<file path="config.mk">
export PLATFORM = sky130hd
export DESIGN_NAME = reorder_buffer
export DESIGN_NICKNAME = d
export VERILOG_FILES = /design/src/rtl/reorder_buffer.sv
export SDC_FILE = /design/constraint.sdc
export NUM_CORES = 1
export LEC_CHECK = 0
export ABC_AREA = 1
export BUFFER_PORTS_ARGS = -buffer_cell sky130_fd_sc_hd__buf_2
export CAP_MARGIN = 25
export CORE_MARGIN = 8
export CORE_UTILIZATION = 35
export CTS_BUF_LIST = sky130_fd_sc_hd__clkbuf_4 sky130_fd_sc_hd__clkbuf_8
export DETAILED_ROUTE_END_ITERATION = 6
export GPL_TIMING_DRIVEN = 0
export SLEW_MARGIN = 20
export SYNTH_ARGS = -nofsm -noshare
export SYNTH_HDL_FRONTEND = slang
export SYNTH_SLANG_ARGS = --single-unit
</file>
<file path="constraint.sdc">
create_clock -name clk -period 3.8 [get_ports clk]
set_clock_uncertainty 0.05 [all_clocks]
set_input_delay 0.76 -clock clk [delete_from_list [all_inputs] [get_ports clk]]
set_output_delay 0.76 -clock clk [all_outputs]
set_load 0.05 [all_outputs]
</file>
<file path="src/rtl/reorder_buffer.sv">
// Reorder buffer: circular queue that retires completed instructions in program order.
// Optional query/forwarding port enabled by defining ROB_FWD_EN.
module reorder_buffer #(
    parameter int TAG_W = 3
) (
    input  logic             clk,
    input  logic             rst_n,
    input  logic             allocValid,
    input  logic [5:0]       allocType,
    input  logic [4:0]       allocDest,
    output logic             allocReady,
    output logic [TAG_W-1:0] allocTag,
    input  logic             cdbValid,
    input  logic [TAG_W-1:0] cdbTag,
    input  logic [31:0]      cdbData,
    input  logic             flush,
    output logic             ROBwriteEnable,
    output logic [31:0]      ROBwriteData,
    output logic [4:0]       ROBwriteIndex,
    output logic             memCommit,
    output logic [TAG_W:0]   count
`ifdef ROB_FWD_EN
    ,
    input  logic [TAG_W-1:0] qryTag,
    output logic             qryHit,
    output logic [31:0]      qryData
`endif
);

    localparam int DEPTH = 1 << TAG_W;
    localparam logic [TAG_W:0] FULL_CNT = {1'b1, {TAG_W{1'b0}}};

    localparam logic [5:0] OP_ADD  = 6'd0;
    localparam logic [5:0] OP_ADDI = 6'd1;
    localparam logic [5:0] OP_SUB  = 6'd2;
    localparam logic [5:0] OP_MUL  = 6'd3;
    localparam logic [5:0] OP_SLL  = 6'd4;
    localparam logic [5:0] OP_SRL  = 6'd5;
    localparam logic [5:0] OP_LW   = 6'd6;
    localparam logic [5:0] OP_SW   = 6'd7;
    localparam logic [5:0] OP_BNE  = 6'd8;
    localparam logic [5:0] OP_LI   = 6'd9;

    logic [DEPTH-1:0] valid_q;
    logic [DEPTH-1:0] ready_q;
    logic [5:0]       type_q [DEPTH];
    logic [4:0]       dest_q [DEPTH];
    logic [31:0]      data_q [DEPTH];

    logic [TAG_W-1:0] head_q, tail_q;
    logic [TAG_W:0]   count_q, count_d;
    logic             we_q, mem_q;
    logic [31:0]      wdata_q;
    logic [4:0]       windex_q;

    logic       alloc_fire, commit_fire, cdb_hit;
    logic [5:0] head_type;
    logic       head_is_reg, head_is_sw;

    assign allocReady = (count_q != FULL_CNT);
    assign allocTag   = tail_q;
    assign alloc_fire = allocValid && allocReady;
    assign cdb_hit    = cdbValid && valid_q[cdbTag];
    assign head_type  = type_q[head_q];

    // Gating on the registered strobe forces a low cycle between register writes.
    assign commit_fire = valid_q[head_q] && ready_q[head_q] && !we_q;

    always_comb begin
        head_is_reg = 1'b0;
        case (head_type)
            OP_ADD, OP_ADDI, OP_SUB, OP_MUL,
            OP_SLL, OP_SRL, OP_LW, OP_LI: head_is_reg = 1'b1;
            default:                      head_is_reg = 1'b0;
        endcase
        head_is_sw = (head_type == OP_SW);
    end

    always_comb begin
        count_d = count_q;
        if (alloc_fire && !commit_fire)
            count_d = count_q + 1'b1;
        else if (!alloc_fire && commit_fire)
            count_d = count_q - 1'b1;
    end

    always_ff @(posedge clk) begin
        if (!rst_n) begin
            valid_q  <= '0;
            ready_q  <= '0;
            head_q   <= '0;
            tail_q   <= '0;
            count_q  <= '0;
            we_q     <= 1'b0;
            mem_q    <= 1'b0;
            wdata_q  <= '0;
            windex_q <= '0;
        end else if (flush) begin
            valid_q <= '0;
            ready_q <= '0;
            head_q  <= '0;
            tail_q  <= '0;
            count_q <= '0;
            we_q    <= 1'b0;
            mem_q   <= 1'b0;
        end else begin
            if (alloc_fire) begin
                valid_q[tail_q] <= 1'b1;
                ready_q[tail_q] <= 1'b0;
                type_q[tail_q]  <= allocType;
                dest_q[tail_q]  <= allocDest;
                tail_q          <= tail_q + 1'b1;
            end
            if (cdb_hit)
                ready_q[cdbTag] <= 1'b1;
            // Retirement clears last so it wins over a CDB write to the same head slot.
            if (commit_fire) begin
                valid_q[head_q] <= 1'b0;
                ready_q[head_q] <= 1'b0;
                head_q          <= head_q + 1'b1;
                we_q            <= head_is_reg;
                mem_q           <= head_is_sw;
                if (head_is_reg) begin
                    wdata_q  <= data_q[head_q];
                    windex_q <= dest_q[head_q];
                end
            end else begin
                we_q  <= 1'b0;
                mem_q <= 1'b0;
            end
            count_q <= count_d;
        end
    end

    // Result payload needs no reset: it is only observed once its entry is ready.
    always_ff @(posedge clk) begin
        if (cdb_hit)
            data_q[cdbTag] <= cdbData;
    end

    assign ROBwriteEnable = we_q;
    assign ROBwriteData   = wdata_q;
    assign ROBwriteIndex  = windex_q;
    assign memCommit      = mem_q;
    assign count          = count_q;

`ifdef ROB_FWD_EN
    assign qryHit  = valid_q[qryTag] && ready_q[qryTag];
    assign qryData = data_q[qryTag];
`endif

endmodule

</file>
After elaboration in Yosys (flattened, before gate mapping)
Memories as Yosys holds them, arrays and structs flattened. A register that Yosys moved wholly into a read port is not among the register bits.
Cells that the tools add are included.
{"block": "op_classes", "addsub": 4, "magnitude_cmp": 6, "eq_ne": 2, "mux": 34, "bitwise_logic": 10, "reduce_logical": 19}
{"op": "2-to-1 mux 8 bit", "count": 11}
{"op": "bitwise AND 8 bit", "count": 3}
{"op": "inverter 8 bit", "count": 2}
{"op": "bitwise OR 8 bit", "count": 2}
{"op": "2-to-1 mux 1 bit", "count": 13}
{"op": "less-than comparator 3 x 4 -> 1 bit, second input constant", "count": 3}
{"op": "binary-select mux 1 bit (select 3 bit)", "count": 3}
{"op": "demux 1 bit (select 3 bit)", "count": 3}
{"op": "greater-or-equal comparator 3 x 1 -> 1 bit, second input constant", "count": 3}
{"op": "logical AND 1 bit", "count": 9}
{"op": "2-to-1 mux 4 bit", "count": 2}
{"op": "adder 3 x 1 -> 3 bit, second input constant", "count": 2}
{"op": "equality test 6 x 3 -> 1 bit, second input constant", "count": 1}
{"op": "2-to-1 mux 3 bit", "count": 2}
{"op": "logical NOT 1 bit", "count": 5}
{"op": "adder 4 x 1 -> 4 bit, second input constant", "count": 1}
{"op": "!= test 4 bit, second input constant", "count": 1}
{"op": "subtractor 4 x 1 -> 4 bit, second input constant", "count": 1}
{"op": "inverter 1 bit", "count": 3}
{"op": "AND reduction 3 bit", "count": 1}
{"op": "OR reduction 3 bit", "count": 1}
{"op": "logical NOT 2 bit", "count": 1}
{"op": "nonzero test 2 bit", "count": 1}
{"op": "OR reduction 2 bit", "count": 1}
{"block": "totals", "regBits": 28, "ram_bits": 344, "rom_bits": 16, "in_bits": 51, "out_inout_bits": 47, "word_cells": 86, "memories": 4}
{"name": "data_q", "words": 8, "width": 32, "read_ports": 1, "rd_ports_with_merged_regs": 1, "wr": 1, "line": "48", "rtl": "logic [31:0] data_q [DEPTH];"}
{"name": "type_q", "words": 8, "width": 6, "read_ports": 1, "rd_ports_with_merged_regs": 1, "wr": 1, "line": "46", "rtl": "logic [5:0] type_q [DEPTH];"}
{"name": "dest_q", "words": 8, "width": 5, "read_ports": 1, "rd_ports_with_merged_regs": 1, "wr": 1, "line": "47", "rtl": "logic [4:0] dest_q [DEPTH];"}
{"name": "(name not given)", "words": 16, "width": 1, "read_ports": 1, "rd_ports_with_merged_regs": 0, "wr": 0, "line": "71", "rtl": "case (head_type)"}

Logic depth before layout (Yosys ltp)
Gate-level depths: netlist of the first run.
{"block": "logic_depth", "ltp_word": 15, "ltp_mapped": 21, "depth_no_buf": 19}

Worst setup path before layout of the first run
No wires, ideal clock.
{"block": "synth_path", "kind": "input -> register", "from": "in cdbTag[1]", "to": "mem data_q[4][0], enable pin", "setup_time_ps": 423, "arrival_time_ps": 2819, "required_ps": 3327, "setup_slack_ps": 509, "path_stages": 8, "n_path_buf": 0, "path_cell_list": "inv_1 > nor3_1 > nand2_1 > nand2_1 > nor2_1 > nand3b_1 > nand2_1 > nor2_1"}
{"block": "synth_between", "elab_chain_len": 5}
{"item": "start: declaration", "line": "14", "rtl": "input logic [TAG_W-1:0] cdbTag,"}
{"item": "binary-select mux 1 bit (select 3 bit)", "line": "63", "rtl": "assign cdb_hit = cdbValid && valid_q[cdbTag];"}
{"item": "2-to-1 mux 1 bit (not written as such)", "line": "63"}
{"item": "logical AND 1 bit", "line": "63"}
{"item": "2-to-1 mux 1 bit", "line": "137", "rtl": "if (cdb_hit)"}
{"item": "2-to-1 mux 1 bit (not written as such)", "line": "138", "rtl": "data_q[cdbTag] <= cdbData;"}
{"item": "end: declaration", "line": "48"}
Parallel ways exist; a longest one is shown, timed or not. The select of a mux whose other input is x is not followed.

Worst setup path in the final report of the first run
{"block": "layout_path", "from": "reg head_q[1]", "to": "reg count_q[3], in the netlist count[3]"}
{"block": "layout_between", "elab_chain_len": 7, "word_cells_on_any_way": 11, "cone_classes": "mux (5); reduce/logical (6)"}
{"item": "start: declaration", "line": "50", "rtl": "logic [TAG_W-1:0] head_q, tail_q;"}
{"item": "start signal: assignment", "line": "120", "rtl": "head_q <= head_q + 1'b1;"}
{"item": "binary-select mux 1 bit (select 3 bit)", "line": "67", "rtl": "assign commit_fire = valid_q[head_q] && ready_q[head_q] && !we_q;"}
{"item": "2-to-1 mux 1 bit (not written as such)", "line": "67"}
{"item": "logical AND 1 bit * (2 in series)", "line": "67"}
{"item": "logical NOT 1 bit", "line": "81", "rtl": "if (alloc_fire && !commit_fire)"}
{"item": "logical AND 1 bit", "line": "81"}
{"item": "2-to-1 mux 4 bit / nonzero test 2 bit (equally long branches)"}
{"item": "end signal: assignment", "line": "131", "rtl": "count_q <= count_d;"}
{"item": "end: declaration", "line": "51", "rtl": "logic [TAG_W:0] count_q, count_d;"}
Every way passes the cells marked *; elsewhere a longest branch is shown, timed or not. The select of a mux whose other input is x is not followed.
A chain may end at the register's enable or synchronous reset.

==> summary.txt, run 1 <==
Clock network
  • PostCTS Resize Cnt: 0
  • CTS Buffer Depth: 3
  • Clock Sinks: around 410
  • CTS H-tree depth: 3
  • Clock latency on the worst-skew pair: roughly 640 ps
  • Clock Pin Slew Worst Setup and Hold Paths: roughly 60 ps
  • CTS tree: yes
  • Cts bufs inserted: 69
  • Post-CTS Setup Inserts: 0
  • CTS hold repair buffers: 0
  • Root Buffer: clkbuf_8

Die
  • Ports: 98
  • Core box area: about 0.048 sq mm
  • Initial cell density of the core: 0.353
  • Die ar.: between 0.05 and 0.06 sq mm
  • Rows: 80
  • Die H: between 200 and 250 um
  • Chip width: around 230 um

Logic synthesis
  • Top cells by area, synth: edfxtp_1 62%, dfxtp_1 8.1%, nor2_1 5.5%
  • Mapped Cells: 1538
  • Synth cell types: 32
  • Syn nets: ~1600
  • Cell taking the most area after synthesis: edfxtp_1
  • Flops & latches, synth: between 400 and 500
  • Synth warn: 0
  • Cell area after synthesis: 0.0168 sq mm
  • Yosys top cell area share: 0.616
  • Syn Area/Cell: 10.9 sq um
  • Seq/Total Area, Yosys: 0.697

Detailed routing
  • Via-per-instance ratio: about 5
  • DR vias: around 12000
  • DRT Pass-1 Iters: 5
  • Final wirelength: ~48 mm
  • WL/cell: approximately 20 um
  • Number of remaining DRC errors: 0
  • Starting DRT DRC Count: around 1100
  • Antenna Nets Post-Route: 0

Global routing
  • Largest net degree at the start of global routing: 21
  • GR Overflow Total: 0
  • Tot GR Track Use: 0.171
  • Number of global-route vias before repair: 11500
  • Initial antenna violation count: 7
  • First-pass GRT wire length: 71.9 mm

Placement
  • Placed cell count: 2259
  • Port Buffers: 97
  • GPL Wtd Cong: 0.852
  • Post-DP HPWL: 32.2 mm

Worst setup path
  • WP data arrival: 3870 ps
  • CP max FO: 10
  • Family with the most delay on the worst path: simple AND/OR/NAND/NOR gates
  • CP Class: register to register
  • Crit path buffers/inverters: 5
  • Max stage delay on crit path: around 330 ps
  • Crit path max-delay cell type: dfxtp_1
  • CP Depth: 20
  • CP Launch Type: register
  • Worst R2R Path Depth: 20
  • Critical Path Most Common Cell: nand2_1
  • Crit path cell chain: buf_2, nand2_1, inv_2, nand3_1, nand2_1, inv_1, nand2_1, nand3_2, buf_2, ha_1, inv_1, ha_1, nand2_1, nor2_1, a211oi_1, nor2_1, nor2_1, nand2_1, a21oi_1, o21a_1
  • Crit path required time: 4320 ps
  • Worst Setup End Kind: register
  • R2R Setup Slk: ~450 ps

Min path
  • Hold Path Depth: 1
  • Min-delay worst type: input port to register

Final layout
  • Share of layout cells above drive strength 1: 0.173
  • Register area: about 0.012 sq mm
  • Area grow syn2layout: 17.3%
  • Fillers: ~4500
  • Multi-input gate area: between 0.004 and 0.005 sq mm
  • Most frequent cells in the layout: 344 x edfxtp_1, 232 x nor2_1, 195 x nand2_1, 195 x inv_1, 125 x o21ai_0
  • Most common cell after layout, fill and taps aside: edfxtp_1
  • Finished Layout Cells: 2391
  • Final-stage net count: between 1500 and 2000

Timing
  • Worst hold slack: around 340 ps
  • Final min period: 3350 ps
  • # setup viols final: 0
  • RSZ-0062 raised after global routing: no
  • Final cycle utilization of the critical path: 0.882
  • Final hold vios: 0
  • Worst-margin pin slew: 985 ps
  • Pins over their slew limit: 0
  • Achievable clock frequency: slightly below 300 MHz
  • Relative slew slack: 0.343

Pwr
  • Power Density: approximately 460 mW/mm^2
  • VDD IR-drop max: between 0.0002 and 0.00025 V
  • Static Leakage: about 0.0076 uW

Outcome
  • Status: completed

Flow run
  • Max-cap viol count: 0
## sequential cells by signal, summed over array words and instances, names as in the netlist, named ones only
register,count
ROBwriteData,32
valid_q,8
ready_q,8
ROBwriteIndex,5
data_q,256
type_q,48
allocTag,3
count,4
memCommit,1
head_q,3
dest_q,40
ROBwriteEnable,1
## metrics by stage
| stage | setup WS, ps | power (uW) | utilization | TNS, ps | cell area, sq um |
|---|---|---|---|---|---|
| finish | 447 | 9050 | 0.414 | 0 | 19700 |
| global route | 242 | 9330 | 0.414 | 0 | 19700 |
| CTS | 528 | 9120 | 0.414 | 0 | 19700 |
| detailed placement | 482 | 5190 | 0.385 | 0 | 18300 |
| global placement | -1270 | 5170 | 0.379 | -183800 | 18000 |
| floorplan | 509 | 5080 | - | 0 | 16800 |
## routing by layer
layer / up-vias / global-route usage / part of all wire / wire length (um)
met1: 5605 / 0.213 / 0.42 / 20000
met2: 433 / 0.285 / 0.48 / 22900
met5: - / 0 / 0.00048 / 23
li1: 5585 / - / - / -
met4: 4 / 0.0652 / 0.024 / 1140
met3: 78 / 0.0451 / 0.080 / 3830
## area by class of cell
type	instances	share of cell area
Buffer	76	0.0179
Tap cell	615	0.0391
Clock inverter	20	0.00655
Inverter	202	0.0385
Multi-Input combinational cell	848	0.205
Clock buffer	106	0.0636
Sequential cell	412	0.594
Timing Repair Buffer	106	0.0343
Antenna cell	6	0.000763
## where the power goes
| part | internal [uW] | switching (uW) |
|---|---|---|
| logic | 47.6 | 138 |
| registers | 4900 | 6.21 |
| clock network | 2180 | 1780 |
## cell families after synthesis
| logic type | count (synthesis) | synth area share |
|---|---|---|
| buffers and inverters | 278 | 0.0662 |
| flip-flops | 412 | 0.697 |
| AO/OA/AOI/OAI | 210 | 0.0693 |
| AND/OR/NAND/NOR | 631 | 0.162 |
| XOR/XNOR | 1 | 0.000522 |
| adder cells (fa/ha/maj) | 6 | 0.00492 |
## synth_stat cells
cell type / count
nand3_1: 86
buf_2: 27
clkbuf_1: 39
o211ai_1: 26
ha_1: 5
a211oi_1: 1
buf_4: 3
buf_6: 3
xor2_1: 1
nor4_1: 1
inv_2: 3
nor2_1: 244
nand4_1: 48
o22ai_1: 2
buf_1: 4
nand2_1: 195
clkinv_1: 1
a22oi_1: 1
nand3b_1: 3
fa_1: 1
nor3_1: 23
or2_2: 28
o21ai_0: 125
a21oi_1: 20
dfxtp_1: 68
o21ai_1: 19
nor2_2: 1
o21a_1: 15
nand3_2: 2
o21bai_1: 1
inv_1: 198
edfxtp_1: 344
## path summary, 6_finish.rpt
kind / startpoint / end
setup / recovery: head_q[1] / count[3]
hold / removal: cdbData[31] / data_q[2][31]
setup reg to reg: head_q[1] / count[3]
hold reg to reg: ready_q[3] / ready_q[3]
Note: power is estimated with default switching activity, not from simulation.
==> run 2, diff against run 1 <==
--- a/config.mk
+++ b/config.mk
@@ -5,7 +5,6 @@
 export SDC_FILE = /design/constraint.sdc
 export NUM_CORES = 1
 export LEC_CHECK = 0
-export ABC_AREA = 1
 export BUFFER_PORTS_ARGS = -buffer_cell sky130_fd_sc_hd__buf_2
 export CAP_MARGIN = 25
 export CORE_MARGIN = 8
==> run 2 against run 1 <==
Net effect: final area decreased by 3.5%; via count decreased by 19%; sequential share of layout area increased by 2.2 points; highest routed layer unchanged; hold slack improved by 45 ps; largest power group unchanged; clock power decreased by 1%; sequential power about the same; combinational power about the same; cell count decreased by 23%.
==> summary.txt, run 2 <==
Outcome
  • Status: completed

Final layout
  • Share of layout cells above drive strength 1: 0.284
  • Largest register FFs: about 260
  • Final Cell Area: roughly 0.019 sq mm
  • Most common cell after layout, fill and taps aside: edfxtp_1
  • Most frequent cells in the layout: 344 x edfxtp_1, 109 x buf_2, 89 x nor2_1, 74 x clkbuf_8, 71 x mux2i_1
  • Area grow syn2layout: 18.4%
  • Final-stage net count: roughly 1200
  • Diode count: 0
  • Top flop regs: data_q (256), type_q (48), dest_q (40)
  • Largest Register: data_q
  • Fillers: around 4200

Placement
  • GPL Wtd Cong: just under 0.8
  • Port Buffers: between 90 and 100
  • Post-DP Area: 0.0176 sq mm
  • Post-DP HPWL: about 28 mm

Worst setup path
  • CP Class: register to register
  • Crit path cell chain: buf_2, nand2_1, o22ai_1, a311oi_2, or2_2, buf_2, ha_1, inv_1, ha_1, a21o_1, a21oi_1, xnor2_1, or3_1, a21oi_1
  • Crit path buffers/inverters: 3
  • Family with the most delay on the worst path: compound AO/OA/AOI/OAI gates
  • Worst Setup End Kind: register
  • WP data arrival: ~4000 ps
  • Crit path required time: 4260 ps
  • CP max FO: 10
  • CP Launch Type: register
  • Max stage delay on crit path: between 400 and 500 ps
  • Crit path max-delay cell type: a311oi_2

Clock network
  • CTS H-tree depth: 3
  • Clock latency on the worst-skew pair: 590 ps
  • CTS tree: yes
  • Clock Sinks: 412
  • Root Buffer: clkbuf_8
  • Clock Pin Slew Worst Setup and Hold Paths: 60 ps
  • Cts bufs inserted: between 60 and 70
  • CTS hold repair buffers: 0
  • CTS Buffer Depth: 3

Timing
  • Relative slew slack: 0.354
  • Final cycle utilization of the critical path: 0.932
  • Final min period: about 3500 ps
  • Pins over their slew limit: 0
  • Worst-margin pin slew: just under 1000 ps
  • Achievable clock frequency: 282 MHz
  • Final hold vios: 0
  • # setup viols final: 0
  • RSZ-0062 raised after global routing: no
  • Worst hold slack: between 300 and 400 ps

Logic synthesis
  • Cell area after synthesis: between 0.015 and 0.02 sq mm
  • Synth warn: 0
  • EDFF count, synth: approximately 340
  • Fraction of registers with async set/reset: 0
  • Synth cell types: 58
  • Seq/Total Area, Yosys: 0.729
  • Syn nets: ~1100
  • Main synth FF type: edfxtp_1
  • Mapped Cells: approximately 1000
  • Yosys top cell area share: 0.644
  • Syn Area/Cell: 16.1 sq um
  • Cell taking the most area after synthesis: edfxtp_1
  • Count leader, synth: edfxtp_1
  • Top cells by count, synth: 344 x edfxtp_1, 102 x nor2_1, 71 x mux2i_1
  • Top cells by area, synth: edfxtp_1 64%, dfxtp_1 8.5%, mux2i_1 4.4%
  • Flops & latches, synth: 412

Global routing
  • Largest net degree at the start of global routing: 20
  • GR Overflow Total: 0
  • Initial antenna violation count: 5
  • Number of global-route vias before repair: 9713
  • First-pass GRT wire length: about 62 mm
  • Tot GR Track Use: 0.154

Pwr
  • Power Density: 473 mW/mm^2
  • Static Leakage: about 0.0062 uW
  • VDD IR-drop max: between 0.0003 and 0.0004 V

Detailed routing
  • Starting DRT DRC Count: 789
  • WL/cell: between 20 and 25 um
  • DRT Pass-1 Iters: 5
  • Final wirelength: 41.4 mm
  • DR vias: about 9400
  • Antenna Nets Post-Route: 0
  • Via-per-instance ratio: 5.15
  • Number of remaining DRC errors: 0

Min path
  • Min-delay worst type: input port to register

Die
  • Rows: 78
  • Chip width: between 200 and 250 um
  • Die ar.: roughly 0.053 sq mm
  • Die H: 230 um
  • Initial cell density of the core: 0.354
  • Core box area: around 0.045 sq mm
  • Ports: 98

Flow run
  • Max-cap viol count: 0
-- run 2: kinds of logic after synthesis --
kind of cell    after synthesis  synth area share
compound gates              189            0.0792
xor+xnor                      7           0.00382
mux                         136             0.112
simple gates                174            0.0490
flops                       412             0.729
fa+ha+maj                     6           0.00515
buf+inv                      72            0.0220
-- run 2: worst paths after layout --
kind	start	end	slack, ps	depth (start not counted)
worst max-delay path	head_q[1]	count[3]	260	14
worst min-delay path	cdbData[15]	data_q[3][15]	380	1
worst min register to register	ROBwriteData[11]	ROBwriteData[11]	410	2
worst max register to register	head_q[1]	count[3]	260	14
-- run 2: layout make-up --
type / count / area, sq um / share of cell area
plain buffers: 61 / 312 / 0.0164
flip-flops and latches: 412 / 11700 / 0.616
repair buffers: 114 / 752 / 0.0396
well taps: 600 / 751 / 0.0395
multi-input cells: 512 / 4080 / 0.215
clock inverters: 25 / 175 / 0.00922
clock buffers: 97 / 1190 / 0.0627
inverters: 11 / 41.3 / 0.00217
-- run 2: timing repair --
| item | in CTS | in global routing |
|---|---|---|
| endpoints found under the setup margin | 0 | 1 |
| gates resized for setup | 0 | 2 |
| buffers inserted | 0 | 0 |
-- run 2: metal layers --
layer / GRT usage / routed length (um)
met1: 0.203 / 17800
met3: 0.0344 / 2710
met5: 0 / 63
met4: 0.0432 / 769
met2: 0.254 / 20100
-- run 2: where the power goes --
| group | internal (uW) | switching, uW | leakage, uW |
|---|---|---|---|
| registers | 4900 | 7.73 | 0.00364 |
| logic | 49.6 | 134 | 0.00179 |
| clock network | 2160 | 1730 | 0.000728 |
-- run 2: metrics by stage --
step | setup TNS, ps | util | std cells | total power (uW) | worst slack, ps
6_report | 0 | 0.419 | 1832 | 8990 | 258
5_1_grt | 0 | 0.419 | 1832 | 9280 | 17.0
4_1_cts | 0 | 0.419 | 1832 | 9060 | 49.8
3_5_place_dp | 0 | 0.389 | 1710 | 5180 | 56.4
3_3_place_gp | -518730 | 0.381 | 1689 | 5170 | -3470
2_1_floorplan | -53590 | - | 996 | 5080 | -819
==> run 3, diff against run 2 <==
--- a/config.mk
+++ b/config.mk
@@ -8,7 +8,7 @@
 export BUFFER_PORTS_ARGS = -buffer_cell sky130_fd_sc_hd__buf_2
 export CAP_MARGIN = 25
 export CORE_MARGIN = 8
-export CORE_UTILIZATION = 35
+export CORE_UTILIZATION = 30
 export CTS_BUF_LIST = sky130_fd_sc_hd__clkbuf_4 sky130_fd_sc_hd__clkbuf_8
 export DETAILED_ROUTE_END_ITERATION = 6
 export GPL_TIMING_DRIVEN = 0
==> run 3 against run 2 <==
Net effect: total power increased by 2.1%; first-iteration DRC count decreased by 1.6%; largest power group unchanged; global-route usage decreased by 1.5 points; clock-buffer cell count increased by 10.
==> summary.txt, run 3 (synthesis gave the netlist of run 2 again) <==
Outcome
  • Status: completed

Timing
  • Final cycle utilization of the critical path: 0.933
  • Pins over their slew limit: 0
  • RSZ-0062 raised after global routing: no
  • Achievable clock frequency: roughly 280 MHz
  • Final hold vios: 0
  • Final min period: approximately 3500 ps
  • Relative slew slack: 0.323
  • Worst-margin pin slew: roughly 1000 ps
  • # setup viols final: 0

Detailed routing
  • Starting DRT DRC Count: roughly 780
  • Antenna Nets Post-Route: 0
  • DR vias: about 9600
  • Final wirelength: around 43 mm
  • WL/cell: 22.2 um
  • Number of remaining DRC errors: 0
  • Via-per-instance ratio: approximately 5
  • DRT Pass-1 Iters: 7

Final layout
  • Largest Register: data_q
  • Top flop regs: data_q (256), type_q (48), dest_q (40)
  • Share of layout cells above drive strength 1: 0.290
  • Fillers: 5020
  • Final-stage net count: roughly 1200
  • Most common cell after layout, fill and taps aside: edfxtp_1
  • Final Cell Area: 0.0191 sq mm
  • Area grow syn2layout: 19.4%
  • Largest register FFs: 256
  • Most frequent cells in the layout: 344 x edfxtp_1, 109 x buf_2, 88 x nor2_1, 75 x clkbuf_8, 71 x mux2i_1

Placement
  • Post-DP Area: between 0.015 and 0.02 sq mm
  • Post-DP HPWL: approximately 28 mm
  • Port Buffers: between 90 and 100
  • GPL Wtd Cong: 0.807

Worst setup path
  • R2R Setup Slk: between 200 and 300 ps
  • Crit path max-delay cell type: a311oi_2
  • CP max FO: 10
  • CP Launch Type: register
  • Crit path cell chain: buf_2, nand2_1, o22ai_1, a311oi_2, or2_2, buf_2, ha_1, inv_1, ha_1, a21o_1, a21oi_1, xnor2_1, or3_1, a21oi_1
  • Crit path buffers/inverters: 3
  • Worst Setup End Kind: register
  • WP data arrival: 4020 ps
  • Crit path required time: between 4000 and 5000 ps
  • Max stage delay on crit path: roughly 420 ps
  • Family with the most delay on the worst path: compound AO/OA/AOI/OAI gates
  • CP Class: register to register

Clock network
  • Clock latency on the worst-skew pair: about 620 ps
  • CTS hold repair buffers: 0
  • CTS tree: yes
  • CTS H-tree depth: 3
  • Clock Pin Slew Worst Setup and Hold Paths: roughly 60 ps
  • Clock Sinks: about 410
  • Root Buffer: clkbuf_8
  • Cts bufs inserted: 67
  • CTS Buffer Depth: 3

Min path
  • Min-delay worst type: input port to register

Global routing
  • Number of global-route vias before repair: about 9600
  • GR Overflow Total: 0
  • First-pass GRT wire length: around 63 mm
  • Largest net degree at the start of global routing: 20
  • Initial antenna violation count: 7
  • Tot GR Track Use: 0.139

Pwr
  • Clock power share: 0.445
  • Share of power burned in registers: 0.535
  • Int Pwr: 7290 uW
  • Static Leakage: 0.00618 uW
  • Final Total Pwr: 9180 uW
  • Net Switching: about 1900 uW
  • VDD IR-drop max: approximately 0.00027 V
  • Power Density: between 400 and 500 mW/mm^2
  • Comb power frac: 0.020
  • Switching share of power: 0.206

Die
  • Chip width: 247 um
  • Die ar.: between 0.06 and 0.07 sq mm
  • Initial cell density of the core: 0.304
  • Core box area: ~0.053 sq mm
  • Die H: between 200 and 250 um
  • Rows: 84
  • Ports: slightly below 100

Flow run
  • Max-cap viol count: 0
## run 3: cell count changes in the layout (fill, tap and decap cells not counted), sizes merged
| cell | delta |
|---|---|
| buf | -2 |
| bufinv | +1 |
| clkbuf | +10 |
| clkinv | -10 |
| clkinvlp | +1 |
| diode | +1 |
## run 3: power by group through the flow
stage | Sequential, uW | Clock [uW] | Combinational (uW)
2_1_floorplan | 5010 | 0 | 67.7
3_5_place_dp | 5000 | 0 | 183
3_3_place_gp | 5000 | 0 | 171
4_1_cts | 4910 | 4170 | 183
5_1_grt | 4900 | 4360 | 201
6_report | 4910 | 4090 | 184
## run 3: worst paths after layout
path / to / start / cells past startpoint
hold / removal: data_q[1][14] / cdbData[14] / 1
setup reg to reg: count[3] / head_q[1] / 14
setup / recovery: count[3] / head_q[1] / 14
hold reg to reg: ROBwriteData[16] / ROBwriteData[16] / 2
## run 3: repair_timing
item                                    4_1_cts  5_1_grt
resized for setup                             0        4
setup buffers                                 0        0
endpoints found under the setup margin        0        1
## run 3: layout make-up
class / count / area, sq um / area share
Sequential cell: 412 / 11700 / 0.611
Multi-Input combinational cell: 512 / 4080 / 0.213
Clock buffer: 107 / 1270 / 0.0665
Tap cell: 688 / 861 / 0.0450
Timing Repair Buffer: 112 / 713 / 0.0373
Buffer: 61 / 313 / 0.0163
Clock inverter: 17 / 169 / 0.00882
Inverter: 11 / 41.3 / 0.00216
Antenna cell: 1 / 2.50 / 0.000131
## run 3: worst register-to-register path, cell delays in order, from the launching register on
cell	delay, ps
dfxtp_1	310
buf_2	180
nand2_1	350
o22ai_1	190
a311oi_2	420
or2_2	220
buf_2	280
ha_1	240
inv_1	90
ha_1	280
a21o_1	170
a21oi_1	180
xnor2_1	90
or3_1	300
a21oi_1	140
## run 3: routing by layer
layer  wire [um]  share of wire  global-route usage  vias to the layer above
met1       18200           0.43               0.181                     4820
met2       20100           0.47               0.224                      365
met4         824          0.019              0.0347                       10
met5          66         0.0015                   0                        -
li1            -              -                   -                     4275
met3        3420          0.080              0.0432                       80
## run 3: per-stage QoR
| step | worst slack [ps] | util | hold slack [ps] | setup TNS [ps] | instances |
|---|---|---|---|---|---|
| 2_1_floorplan | -819 | - | 387 | -53590 | 996 |
| 3_3_place_gp | -3440 | 0.329 | 396 | -534590 | 1777 |
| 3_5_place_dp | 99.9 | 0.335 | 393 | 0 | 1796 |
| 4_1_cts | 79.8 | 0.363 | 314 | 0 | 1920 |
| 5_1_grt | 56.6 | 0.363 | 326 | 0 | 1920 |
| 6_report | 254 | 0.363 | 362 | 0 | 1921 |
